[config.mk]
export PLATFORM = sky130hd
export DESIGN_NAME = alu_sched_flat
export DESIGN_NICKNAME = d
export VERILOG_FILES = /design/src/rtl/alu_sched_if.sv /design/src/rtl/alu_sched.sv /design/src/flat_wrapper.sv
export SDC_FILE = /design/constraint.sdc
export NUM_CORES = 1
export LEC_CHECK = 0
export BUFFER_PORTS_ARGS = -buffer_cell sky130_fd_sc_hd__buf_2
export CAP_MARGIN = 40
export CORE_ASPECT_RATIO = 0.9
export CORE_MARGIN = 2
export CORE_UTILIZATION = 29
export DETAILED_ROUTE_END_ITERATION = 7
export SYNTH_ARGS = -nofsm -noshare
export SYNTH_HDL_FRONTEND = slang
export SYNTH_SLANG_ARGS = --single-unit
[constraint.sdc]
create_clock -name i_clk -period 5.6 [get_ports i_clk]
set_input_delay 0.28 -clock i_clk [delete_from_list [all_inputs] [get_ports i_clk]]
set_output_delay 0.28 -clock i_clk [all_outputs]
set_load 0.01 [all_outputs]
[src/rtl/alu_sched_if.sv]
// Requester, ALU and response signal bundle for the alu_sched ALU scheduler.
interface alu_sched_if #(
  parameter int DATA_W = 16,
  parameter int INST_W = 4,
  parameter int DEPTH  = 4
);
  localparam int CNT_W = $clog2(DEPTH) + 1;

  // requester 0
  logic              i_req0_valid;
  logic              o_req0_ready;
  logic [INST_W-1:0] i_req0_inst;
  logic [DATA_W-1:0] i_req0_a;
  logic [DATA_W-1:0] i_req0_b;
  // requester 1
  logic              i_req1_valid;
  logic              o_req1_ready;
  logic [INST_W-1:0] i_req1_inst;
  logic [DATA_W-1:0] i_req1_a;
  logic [DATA_W-1:0] i_req1_b;
  // ALU side
  logic [INST_W-1:0] o_alu_inst;
  logic [DATA_W-1:0] o_alu_a;
  logic [DATA_W-1:0] o_alu_b;
  logic              i_alu_busy;
  logic              i_alu_valid;
  logic [DATA_W-1:0] i_alu_data;
  // response side
  logic              o_rsp_valid;
  logic              i_rsp_ready;
  logic              o_rsp_id;
  logic [DATA_W-1:0] o_rsp_data;
  logic [CNT_W-1:0]  o_fifo_cnt;

  // scheduler side
  modport slave (
    input  i_req0_valid, i_req0_inst, i_req0_a, i_req0_b,
    input  i_req1_valid, i_req1_inst, i_req1_a, i_req1_b,
    output o_req0_ready, o_req1_ready,
    output o_alu_inst, o_alu_a, o_alu_b,
    input  i_alu_busy, i_alu_valid, i_alu_data,
    output o_rsp_valid, o_rsp_id, o_rsp_data,
    input  i_rsp_ready,
    output o_fifo_cnt
  );

  // environment side (requesters, ALU, response consumer)
  modport master (
    output i_req0_valid, i_req0_inst, i_req0_a, i_req0_b,
    output i_req1_valid, i_req1_inst, i_req1_a, i_req1_b,
    input  o_req0_ready, o_req1_ready,
    input  o_alu_inst, o_alu_a, o_alu_b,
    output i_alu_busy, i_alu_valid, i_alu_data,
    input  o_rsp_valid, o_rsp_id, o_rsp_data,
    output i_rsp_ready,
    input  o_fifo_cnt
  );
endinterface

[src/rtl/alu_sched.sv]
// Shares one fixed-point ALU between two requesters: round-robin arbiter,
// command FIFO, issue FSM following the ALU busy/valid handshake, and a
// single-entry tagged response register.
module alu_sched #(
  parameter int DATA_W = 16,
  parameter int INST_W = 4,
  parameter int DEPTH  = 4
) (
  input  logic       i_clk,
  input  logic       i_rst_n,
  alu_sched_if.slave bus
);
  localparam int PTR_W = $clog2(DEPTH);
  localparam int CNT_W = PTR_W + 1;
  localparam int ENT_W = 1 + INST_W + 2 * DATA_W;
  localparam logic [CNT_W-1:0] FULL_CNT = CNT_W'(DEPTH);

  localparam logic [0:0] S_WAIT = 1'b0;
  localparam logic [0:0] S_RUN  = 1'b1;

  logic [0:0]        state_q, state_d;
  logic              last_q, last_d;
  logic [PTR_W-1:0]  wr_ptr_q, wr_ptr_d;
  logic [PTR_W-1:0]  rd_ptr_q, rd_ptr_d;
  logic [CNT_W-1:0]  cnt_q, cnt_d;
  logic [ENT_W-1:0]  mem_q [DEPTH];
  logic [ENT_W-1:0]  mem_d [DEPTH];
  logic [INST_W-1:0] alu_inst_q, alu_inst_d;
  logic [DATA_W-1:0] alu_a_q, alu_a_d;
  logic [DATA_W-1:0] alu_b_q, alu_b_d;
  logic              cur_id_q, cur_id_d;
  logic              rsp_valid_q, rsp_valid_d;
  logic              rsp_id_q, rsp_id_d;
  logic [DATA_W-1:0] rsp_data_q, rsp_data_d;

  logic              grant0, grant1, not_full, push, issue;
  logic [ENT_W-1:0]  push_ent, head_ent;
  logic              head_id;
  logic [INST_W-1:0] head_inst;
  logic [DATA_W-1:0] head_a, head_b;

  // Round-robin arbitration and push selection; `last` follows each push.
  always_comb begin
    grant0   = bus.i_req0_valid && (!bus.i_req1_valid || last_q);
    grant1   = bus.i_req1_valid && !grant0;
    not_full = cnt_q < FULL_CNT;
    push     = (grant0 || grant1) && not_full;
    push_ent = grant0 ? {1'b0, bus.i_req0_inst, bus.i_req0_a, bus.i_req0_b}
                      : {1'b1, bus.i_req1_inst, bus.i_req1_a, bus.i_req1_b};
    last_d   = push ? grant1 : last_q;
  end

  // FIFO head decode.
  always_comb begin
    head_ent  = mem_q[rd_ptr_q];
    head_id   = head_ent[ENT_W-1];
    head_inst = head_ent[ENT_W-2 -: INST_W];
    head_a    = head_ent[2*DATA_W-1 -: DATA_W];
    head_b    = head_ent[DATA_W-1:0];
  end

  // FIFO storage, pointers and occupancy; push and pop may coincide.
  always_comb begin
    mem_d    = mem_q;
    wr_ptr_d = wr_ptr_q;
    rd_ptr_d = rd_ptr_q;
    if (push) begin
      mem_d[wr_ptr_q] = push_ent;
      wr_ptr_d        = wr_ptr_q + PTR_W'(1);
    end
    if (issue) begin
      rd_ptr_d = rd_ptr_q + PTR_W'(1);
    end
    cnt_d = cnt_q + CNT_W'(push) - CNT_W'(issue);
  end

  // Issue FSM and response register.
  always_comb begin
    state_d     = state_q;
    alu_inst_d  = alu_inst_q;
    alu_a_d     = alu_a_q;
    alu_b_d     = alu_b_q;
    cur_id_d    = cur_id_q;
    rsp_valid_d = rsp_valid_q;
    rsp_id_d    = rsp_id_q;
    rsp_data_d  = rsp_data_q;
    issue       = 1'b0;
    if (rsp_valid_q && bus.i_rsp_ready) begin
      rsp_valid_d = 1'b0;
    end
    case (state_q)
      S_WAIT: begin
        // Valid pulses seen here belong to filler slots and are dropped.
        issue = !bus.i_alu_busy && (cnt_q != '0) && !rsp_valid_q;
        if (issue) begin
          alu_inst_d = head_inst;
          alu_a_d    = head_a;
          alu_b_d    = head_b;
          cur_id_d   = head_id;
          state_d    = S_RUN;
        end else begin
          alu_inst_d = '0;
          alu_a_d    = '0;
          alu_b_d    = '0;
        end
      end
      S_RUN: begin
        if (bus.i_alu_valid) begin
          rsp_valid_d = 1'b1;
          rsp_id_d    = cur_id_q;
          rsp_data_d  = bus.i_alu_data;
          state_d     = S_WAIT;
        end
      end
    endcase
  end

  // Control and datapath registers with synchronous active-low reset.
  always_ff @(posedge i_clk) begin
    if (!i_rst_n) begin
      state_q     <= S_WAIT;
      last_q      <= 1'b1;
      wr_ptr_q    <= '0;
      rd_ptr_q    <= '0;
      cnt_q       <= '0;
      alu_inst_q  <= '0;
      alu_a_q     <= '0;
      alu_b_q     <= '0;
      cur_id_q    <= 1'b0;
      rsp_valid_q <= 1'b0;
      rsp_id_q    <= 1'b0;
      rsp_data_q  <= '0;
    end else begin
      state_q     <= state_d;
      last_q      <= last_d;
      wr_ptr_q    <= wr_ptr_d;
      rd_ptr_q    <= rd_ptr_d;
      cnt_q       <= cnt_d;
      alu_inst_q  <= alu_inst_d;
      alu_a_q     <= alu_a_d;
      alu_b_q     <= alu_b_d;
      cur_id_q    <= cur_id_d;
      rsp_valid_q <= rsp_valid_d;
      rsp_id_q    <= rsp_id_d;
      rsp_data_q  <= rsp_data_d;
    end
  end

  // FIFO payload storage needs no reset; occupancy guards every read.
  always_ff @(posedge i_clk) begin
    mem_q <= mem_d;
  end

  assign bus.o_req0_ready = grant0 && not_full;
  assign bus.o_req1_ready = grant1 && not_full;
  assign bus.o_alu_inst   = alu_inst_q;
  assign bus.o_alu_a      = alu_a_q;
  assign bus.o_alu_b      = alu_b_q;
  assign bus.o_rsp_valid  = rsp_valid_q;
  assign bus.o_rsp_id     = rsp_id_q;
  assign bus.o_rsp_data   = rsp_data_q;
  assign bus.o_fifo_cnt   = cnt_q;
endmodule

[src/flat_wrapper.sv]
// flat-port wrapper written by rule: the top's interface ports become plain ports
module alu_sched_flat 
#(
  parameter int DATA_W = 16,
  parameter int INST_W = 4,
  parameter int DEPTH  = 4
)
  (i_clk, i_rst_n, bus_i_req0_valid, bus_i_req0_inst, bus_i_req0_a, bus_i_req0_b, bus_i_req1_valid, bus_i_req1_inst, bus_i_req1_a, bus_i_req1_b, bus_o_req0_ready, bus_o_req1_ready, bus_o_alu_inst, bus_o_alu_a, bus_o_alu_b, bus_i_alu_busy, bus_i_alu_valid, bus_i_alu_data, bus_o_rsp_valid, bus_o_rsp_id, bus_o_rsp_data, bus_i_rsp_ready, bus_o_fifo_cnt);
  alu_sched_if #(.DATA_W(DATA_W), .INST_W(INST_W), .DEPTH(DEPTH)) bus_i ();
  input  logic i_clk;
  input  logic i_rst_n;
  input wire logic [$bits(bus_i.i_req0_valid)-1:0] bus_i_req0_valid;
  input wire logic [$bits(bus_i.i_req0_inst)-1:0] bus_i_req0_inst;
  input wire logic [$bits(bus_i.i_req0_a)-1:0] bus_i_req0_a;
  input wire logic [$bits(bus_i.i_req0_b)-1:0] bus_i_req0_b;
  input wire logic [$bits(bus_i.i_req1_valid)-1:0] bus_i_req1_valid;
  input wire logic [$bits(bus_i.i_req1_inst)-1:0] bus_i_req1_inst;
  input wire logic [$bits(bus_i.i_req1_a)-1:0] bus_i_req1_a;
  input wire logic [$bits(bus_i.i_req1_b)-1:0] bus_i_req1_b;
  output wire logic [$bits(bus_i.o_req0_ready)-1:0] bus_o_req0_ready;
  output wire logic [$bits(bus_i.o_req1_ready)-1:0] bus_o_req1_ready;
  output wire logic [$bits(bus_i.o_alu_inst)-1:0] bus_o_alu_inst;
  output wire logic [$bits(bus_i.o_alu_a)-1:0] bus_o_alu_a;
  output wire logic [$bits(bus_i.o_alu_b)-1:0] bus_o_alu_b;
  input wire logic [$bits(bus_i.i_alu_busy)-1:0] bus_i_alu_busy;
  input wire logic [$bits(bus_i.i_alu_valid)-1:0] bus_i_alu_valid;
  input wire logic [$bits(bus_i.i_alu_data)-1:0] bus_i_alu_data;
  output wire logic [$bits(bus_i.o_rsp_valid)-1:0] bus_o_rsp_valid;
  output wire logic [$bits(bus_i.o_rsp_id)-1:0] bus_o_rsp_id;
  output wire logic [$bits(bus_i.o_rsp_data)-1:0] bus_o_rsp_data;
  input wire logic [$bits(bus_i.i_rsp_ready)-1:0] bus_i_rsp_ready;
  output wire logic [$bits(bus_i.o_fifo_cnt)-1:0] bus_o_fifo_cnt;
  assign bus_i.i_req0_valid = bus_i_req0_valid;
  assign bus_i.i_req0_inst = bus_i_req0_inst;
  assign bus_i.i_req0_a = bus_i_req0_a;
  assign bus_i.i_req0_b = bus_i_req0_b;
  assign bus_i.i_req1_valid = bus_i_req1_valid;
  assign bus_i.i_req1_inst = bus_i_req1_inst;
  assign bus_i.i_req1_a = bus_i_req1_a;
  assign bus_i.i_req1_b = bus_i_req1_b;
  assign bus_o_req0_ready = bus_i.o_req0_ready;
  assign bus_o_req1_ready = bus_i.o_req1_ready;
  assign bus_o_alu_inst = bus_i.o_alu_inst;
  assign bus_o_alu_a = bus_i.o_alu_a;
  assign bus_o_alu_b = bus_i.o_alu_b;
  assign bus_i.i_alu_busy = bus_i_alu_busy;
  assign bus_i.i_alu_valid = bus_i_alu_valid;
  assign bus_i.i_alu_data = bus_i_alu_data;
  assign bus_o_rsp_valid = bus_i.o_rsp_valid;
  assign bus_o_rsp_id = bus_i.o_rsp_id;
  assign bus_o_rsp_data = bus_i.o_rsp_data;
  assign bus_i.i_rsp_ready = bus_i_rsp_ready;
  assign bus_o_fifo_cnt = bus_i.o_fifo_cnt;
  alu_sched #(.DATA_W(DATA_W), .INST_W(INST_W), .DEPTH(DEPTH)) u_core (.i_clk(i_clk), .i_rst_n(i_rst_n), .bus(bus_i));
endmodule
# Yosys cells after proc, flatten, opt, wreduce, memory -nomap -nowiden
# Cells that the tools add are included.
[op_classes]
add_sub_neg = 4
magnitude_cmp = 4
muxes = 17
n_bitwise = 3
n_reduce_logical = 18
[ops]
columns = ["op", "count"]
rows = [
  ["bitwise mux 148 bit", 1],
  ["two-way mux 37 bit", 4],
  ["binary-select mux 37 bit (select 2 bit)", 1],
  ["demux 37 bit (select 2 bit)", 1],
  ["two-way mux 16 bit", 2],
  ["logical AND 1 bit", 9],
  [">= comparator 3 bit (second input constant)", 2],
  ["two-way mux 1 bit", 6],
  ["inverter 2 -> 3 bit", 2],
  ["adder 2 x 1 -> 2 bit (second input constant)", 2],
  ["logical NOT 1 bit", 4],
  ["two-way mux 4 bit", 1],
  ["AND reduction 2 bit", 2],
  ["adder 3 x 1 -> 3 bit", 1],
  ["less-than comparator 3 x 1 -> 1 bit (second input constant)", 1],
  ["less-than comparator 3 bit (second input constant)", 1],
  ["nonzero test 3 bit", 1],
  ["subtractor 3 x 1 -> 3 bit", 1],
  ["logical OR 1 bit", 2],
  ["case mux 1 bit (2 select lines)", 1],
  ["inverter 1 bit", 1],
]
[totals]
register_bits = 212
input_bits = 95
output_inout_bits = 59
elab_cells = 62

# Longest topological paths before layout
[logic_depth]
word_depth = 9
ltp_mapped = 11
ltp_nobuf = 10

# Worst setup path before layout
# OpenSTA, ideal clock, no wires.
[synth_timing]
kind = "reg2reg"
start = "register u_core.state_q"
end = "register u_core.cnt_q[2], in the netlist u_core.bus.o_fifo_cnt[2]"
arrival_time_ps = 2186
required_ps = 5522
path_slack_ps = 3337
path_stages_with_launch = 12
path_buffers = 1
synth_period_minus_slack_ps = 2263
path_cell_list = "dfxtp_1 or3_1 buf_2 nor2_1 ha_1 inv_1 ha_1 inv_1 fa_1 xor2_1 and2_1 nor3_1"
[synth_between]
elab_chain_cells = 2
[synth_rtl]
columns = ["element", "line", "text"]
rows = [
  ["start, declared", "alu_sched.sv:21", "logic [0:0] state_q, state_d;"],
  ["start signal, assigned", "alu_sched.sv:134", "state_q <= state_d;"],
  ["two-way mux 1 bit", "alu_sched.sv:91", "case (state_q)"],
  ["net u_core.issue", "alu_sched.sv:36", "logic grant0, grant1, not_full, push, issue;"],
  ["subtractor 3 x 1 -> 3 bit", "alu_sched.sv:74", "cnt_d = cnt_q + CNT_W'(push) - CNT_W'(issue);"],
  ["end signal, assigned", "alu_sched.sv:138", "cnt_q <= cnt_d;"],
  ["end, declared", "alu_sched.sv:25", "logic [CNT_W-1:0] cnt_q, cnt_d;"],
]
# The timed path passes the listed nets, and every way through them passes these cells.
# A chain may end at the register's enable or synchronous reset.

# Worst setup path in the final report
# Same ends and word-level chain as after synthesis.

==> summary.txt <==
Run status
  • Status: finished clean

Final layout
  • Count of placed standard cells in the final layout, fillers left out: 984
  • Net count, final: 716
  • Number of fill cells in the layout: 2,576
  • Post-synthesis to final-layout area growth: 25.1%
  • Fraction of layout instances using a drive strength above 1: 44.9%
  • Leading cell type in the layout, fill and taps excluded: buf_2
  • Top library cells by usage in the layout, fill and taps aside: buf_2 (153), edfxtp_1 (148), dfxtp_1 (61), nand2_1 (37), mux4_2 (37)
  • Number of diodes: 0

Floorplanning
  • Row Count: 57
  • Number of primary I/O pins: 154
  • Die height: 162 um
  • Initial Utilization: 29.7%
  • Std-Cell Core Area: 27,200 um2
  • Die footprint: about 29,000 um2
  • DIE WIDTH: 180 um

Placed design
  • Weighted congestion reported at the end of routability-driven placement: approximately 0.64
  • Total half-perimeter wirelength after legalization and detailed placement: between 10,000 and 15,000 um
  • Placed cell count: about 940
  • Input/output buffers: between 150 and 200

Synthesis
  • Cell accounting for the most synthesized area: edfxtp_1
  • Count of synthesis-stage warnings from yosys: 0
  • Largest family of logic cells by synthesized area: multiplexers
  • Fraction of the yosys area taken by sequential cells: between 70% and 80%
  • Nets in the synthesized netlist: 560
  • Synth Area in Compound Gates: 6.31%
  • Number of distinct library cells after synthesis: 34
  • Flop and latch count out of synthesis: 212
  • Syn Inst Count: 458
  • Mux cell area share after synthesis: between 10% and 20%
  • Mean instance size in the synthesized netlist: between 15 and 20 um2
  • Synthesized-area fraction occupied by adder cells: between 1 and 1.5%
  • Xor-xnor portion of the synthesized cell area: less than 1%
  • Proportion of netlist area held by the largest area contributor: 55.1%
  • Simple-gate share of the synthesized area: 3.58%
  • Main area contributors after synthesis: edfxtp_1 (55%), dfxtp_1 (16%), mux4_2 (10%)
  • Cell area after synthesis: a little over 8000 um2

Timing
  • Number of hold-slack violations in the final timing report: 0
  • Max-slew violation count: 0
  • Unrepaired setup endpoints after global routing: false
  • Actual transition at the worst max-transition pin: a little under 0.9 ns
  • Final cycle utilization of the critical path: 50.2%
  • Final worst clock skew: 0.00605 ns
  • Fin Setup TNS: 0 ns
  • Maximum frequency from static timing analysis: 356 MHz
  • Tmin final: 2.81 ns
  • Slew headroom: 40.7%
  • Setup violators final: 0

Worst setup path
  • Launch instance of the worst register-to-register path: u_core.state_q$_SDFF_PN0_
  • Ordered list of cells on the worst path: or3_1 -> nor2_1 -> ha_1 -> inv_1 -> ha_1 -> inv_1 -> fa_1 -> xor2_1 -> and2_1 -> nor3_1
  • Endpoint class of the critical path: flip-flop
  • Reg-to-Reg End: u_core.bus.o_fifo_cnt[2]$_SDFF_PN0_
  • Data required time at the worst endpoint: approximately 6 ns
  • Library cell contributing the largest single delay on the critical path: dfxtp_2
  • Arrival @ worst endpoint: 3.22 ns
  • WS Path Type: reg2reg
  • Worst reg-to-reg setup slack: 2.79 ns
  • Crit path largest cell delay: ~0.91 ns
  • Critical Path Start Type: flip-flop
  • Crit-path max FO: 40
  • Worst-case reg-to-reg path depth: 10

Hold path
  • Hold EP: u_core.bus.o_rsp_data[14]$_SDFFE_PN0P_
  • Hold wc startpoint: bus_i_alu_data[14]
  • Min-Delay Path Class: in2reg
  • Hold-critical path depth: 3

Detailed routing
  • Remaining routing DRC violations: 0
  • Via Count: approximately 4,600
  • Number of search-and-repair iterations in the first detailed-routing pass: 4
  • Routed wire length: roughly 18,000 um
  • Final routed wire length divided by cell count: 17.9 um
  • First DRT Iteration DRCs: 292
  • Number of antenna-violating nets in the routed design: 0
  • Via/cell ratio: approximately 4.6

GRT
  • Overall routing resource usage: 12.0%
  • Overflow left after global routing: 0
  • Number of antenna violations at the first check in global routing: 0
  • Maximum number of pins on one net before global-route repair: 42
  • Vias in the first global route: 4,760
  • First-pass GRT wire length: ~27,000 um

Clocking
  • TritonCTS Buffers: 23
  • # hold bufs at CTS: 0
  • Clock Latency Late Sink: ~0.49 ns
  • Master cell of the clock root buffer: clkbuf_16
  • Num Clock Sinks: 212
  • H-Tree Level Count: 1
  • Post-cts repair resize count: 0
  • TritonCTS clock tree: done
  • Clock-pin slew on the worst setup and hold paths: about 0.060 ns
  • Deepest clock path buffer count: 3
  • Number of setup buffers added after CTS: 0

Power
  • P_leak: 3.65 nW
  • Worst VDD drop: 0.000185 V
  • Total power after layout: around 4.6 mW
  • Power per cell area: 455 nW/um2

Flow run
  • MaxCap Viol Count: 0
-- cell usage after synthesis --
cell,instances
buf_2,8
buf_1,3
o21ai_0,2
ha_1,6
o21ba_2,1
mux2_2,36
nor2_1,6
xor2_1,1
or3_1,2
nor2b_1,2
nand2b_1,1
inv_2,1
xnor2_1,1
mux2i_1,1
o21a_1,1
nand2_1,37
o31ai_1,1
nand3b_1,1
or4_1,1
edfxtp_1,148
clkbuf_1,17
nor3_1,1
o21ai_1,1
nor3_4,1
fa_1,1
nor3_2,1
a21oi_1,20
mux4_2,37
buf_6,3
inv_1,7
dfxtp_1,64
and2_1,8
a32o_1,36
o2bb2ai_1,1
-- logic make-up (layout without fill, tap and decap cells) --
| kind of cell | after synthesis | in the layout |
|---|---|---|
| muxes | 74 | 74 |
| AOI/OAI and AO/OA | 63 | 63 |
| xor gates and xnor gates | 2 | 2 |
| DFF | 212 | 212 |
| and+or+nand+nor | 61 | 61 |
| buffers and inverters | 39 | 211 |
| adders and majority gates | 7 | 7 |
-- state kept, by name, summed over array words and instances (netlist names) --
register	cells
u_core.last_q	1
u_core.state_q	1
u_core.bus.o_fifo_cnt	3
u_core.bus.o_alu_b	16
u_core.bus.o_rsp_id	1
u_core.bus.o_alu_inst	4
u_core.bus.o_rsp_valid	1
u_core.rd_ptr_q	2
u_core.cur_id_q	1
u_core.bus.o_alu_a	16
u_core.mem_q	148
u_core.bus.o_rsp_data	16
u_core.wr_ptr_q	2
-- area by class of cell --
cell class              instances  area [um2]  area share (%)
inverters                       8        30.0           0.298
flip-flops and latches        212        5730            56.8
well taps                     354         443            4.39
multi-input cells             207        2180            21.6
repair buffers                162         906            8.98
clock inverters                 9         150            1.49
clock buffers                  32         649            6.44
-- worst max-delay path by stage --
stage                              start                             endpoint  slack [ns]  depth (start not counted)
2_1_floorplan  u_core.state_q$_SDFF_PN0_  u_core.bus.o_fifo_cnt[2]$_SDFF_PN0_        3.34                         11
3_3_place_gp   u_core.state_q$_SDFF_PN0_  u_core.bus.o_fifo_cnt[2]$_SDFF_PN0_        2.85                         10
3_5_place_dp   u_core.state_q$_SDFF_PN0_  u_core.bus.o_fifo_cnt[2]$_SDFF_PN0_        2.77                         10
4_1_cts        u_core.state_q$_SDFF_PN0_  u_core.bus.o_fifo_cnt[2]$_SDFF_PN0_        2.72                         10
5_1_grt        u_core.state_q$_SDFF_PN0_  u_core.bus.o_fifo_cnt[2]$_SDFF_PN0_        2.57                         10
6_report       u_core.state_q$_SDFF_PN0_  u_core.bus.o_fifo_cnt[2]$_SDFF_PN0_        2.79                         10
-- per-layer routing --
layer | track usage, % | up-vias | share of wire (%)
met2 | 20.2 | 145 | 47
met5 | 0 | - | 0
met3 | 2.74 | 23 | 5.9
met4 | 2.51 | 0 | 1.7
li1 | - | 2122 | -
met1 | 16.0 | 2267 | 45
-- power breakdown --
part | switching [mW] | internal (mW) | leakage, nW | total (mW)
logic | 0.466 | 0.406 | 1.38 | 0.873
clock network | 0.585 | 0.992 | 0.387 | 1.58
registers | 0.124 | 2.02 | 1.89 | 2.14
total | 1.18 | 3.41 | 3.65 | 4.59
-- stage by stage --
stage	cell area, um2	setup slack (ns)	utilization [%]	hold WS [ns]
floorplan	8060	3.34	-	0.416
CTS	10100	2.72	37.1	0.00411
finish	10100	2.79	37.1	0.0248
global route	10100	2.57	37.1	0.0176
detailed placement	9290	2.77	34.2	0.444
global placement	9180	2.85	33.8	0.440
-- critical path, delay by kind of cell, from the launching register on --
family                     cells  cell delay, ns
buffers and inverters          2            0.10
DFF                            1            0.91
adders and majority gates      3            0.80
xor gates and xnor gates       1            0.16
and+or+nand+nor                4            0.75
Note: power is estimated with default switching activity, not from simulation.
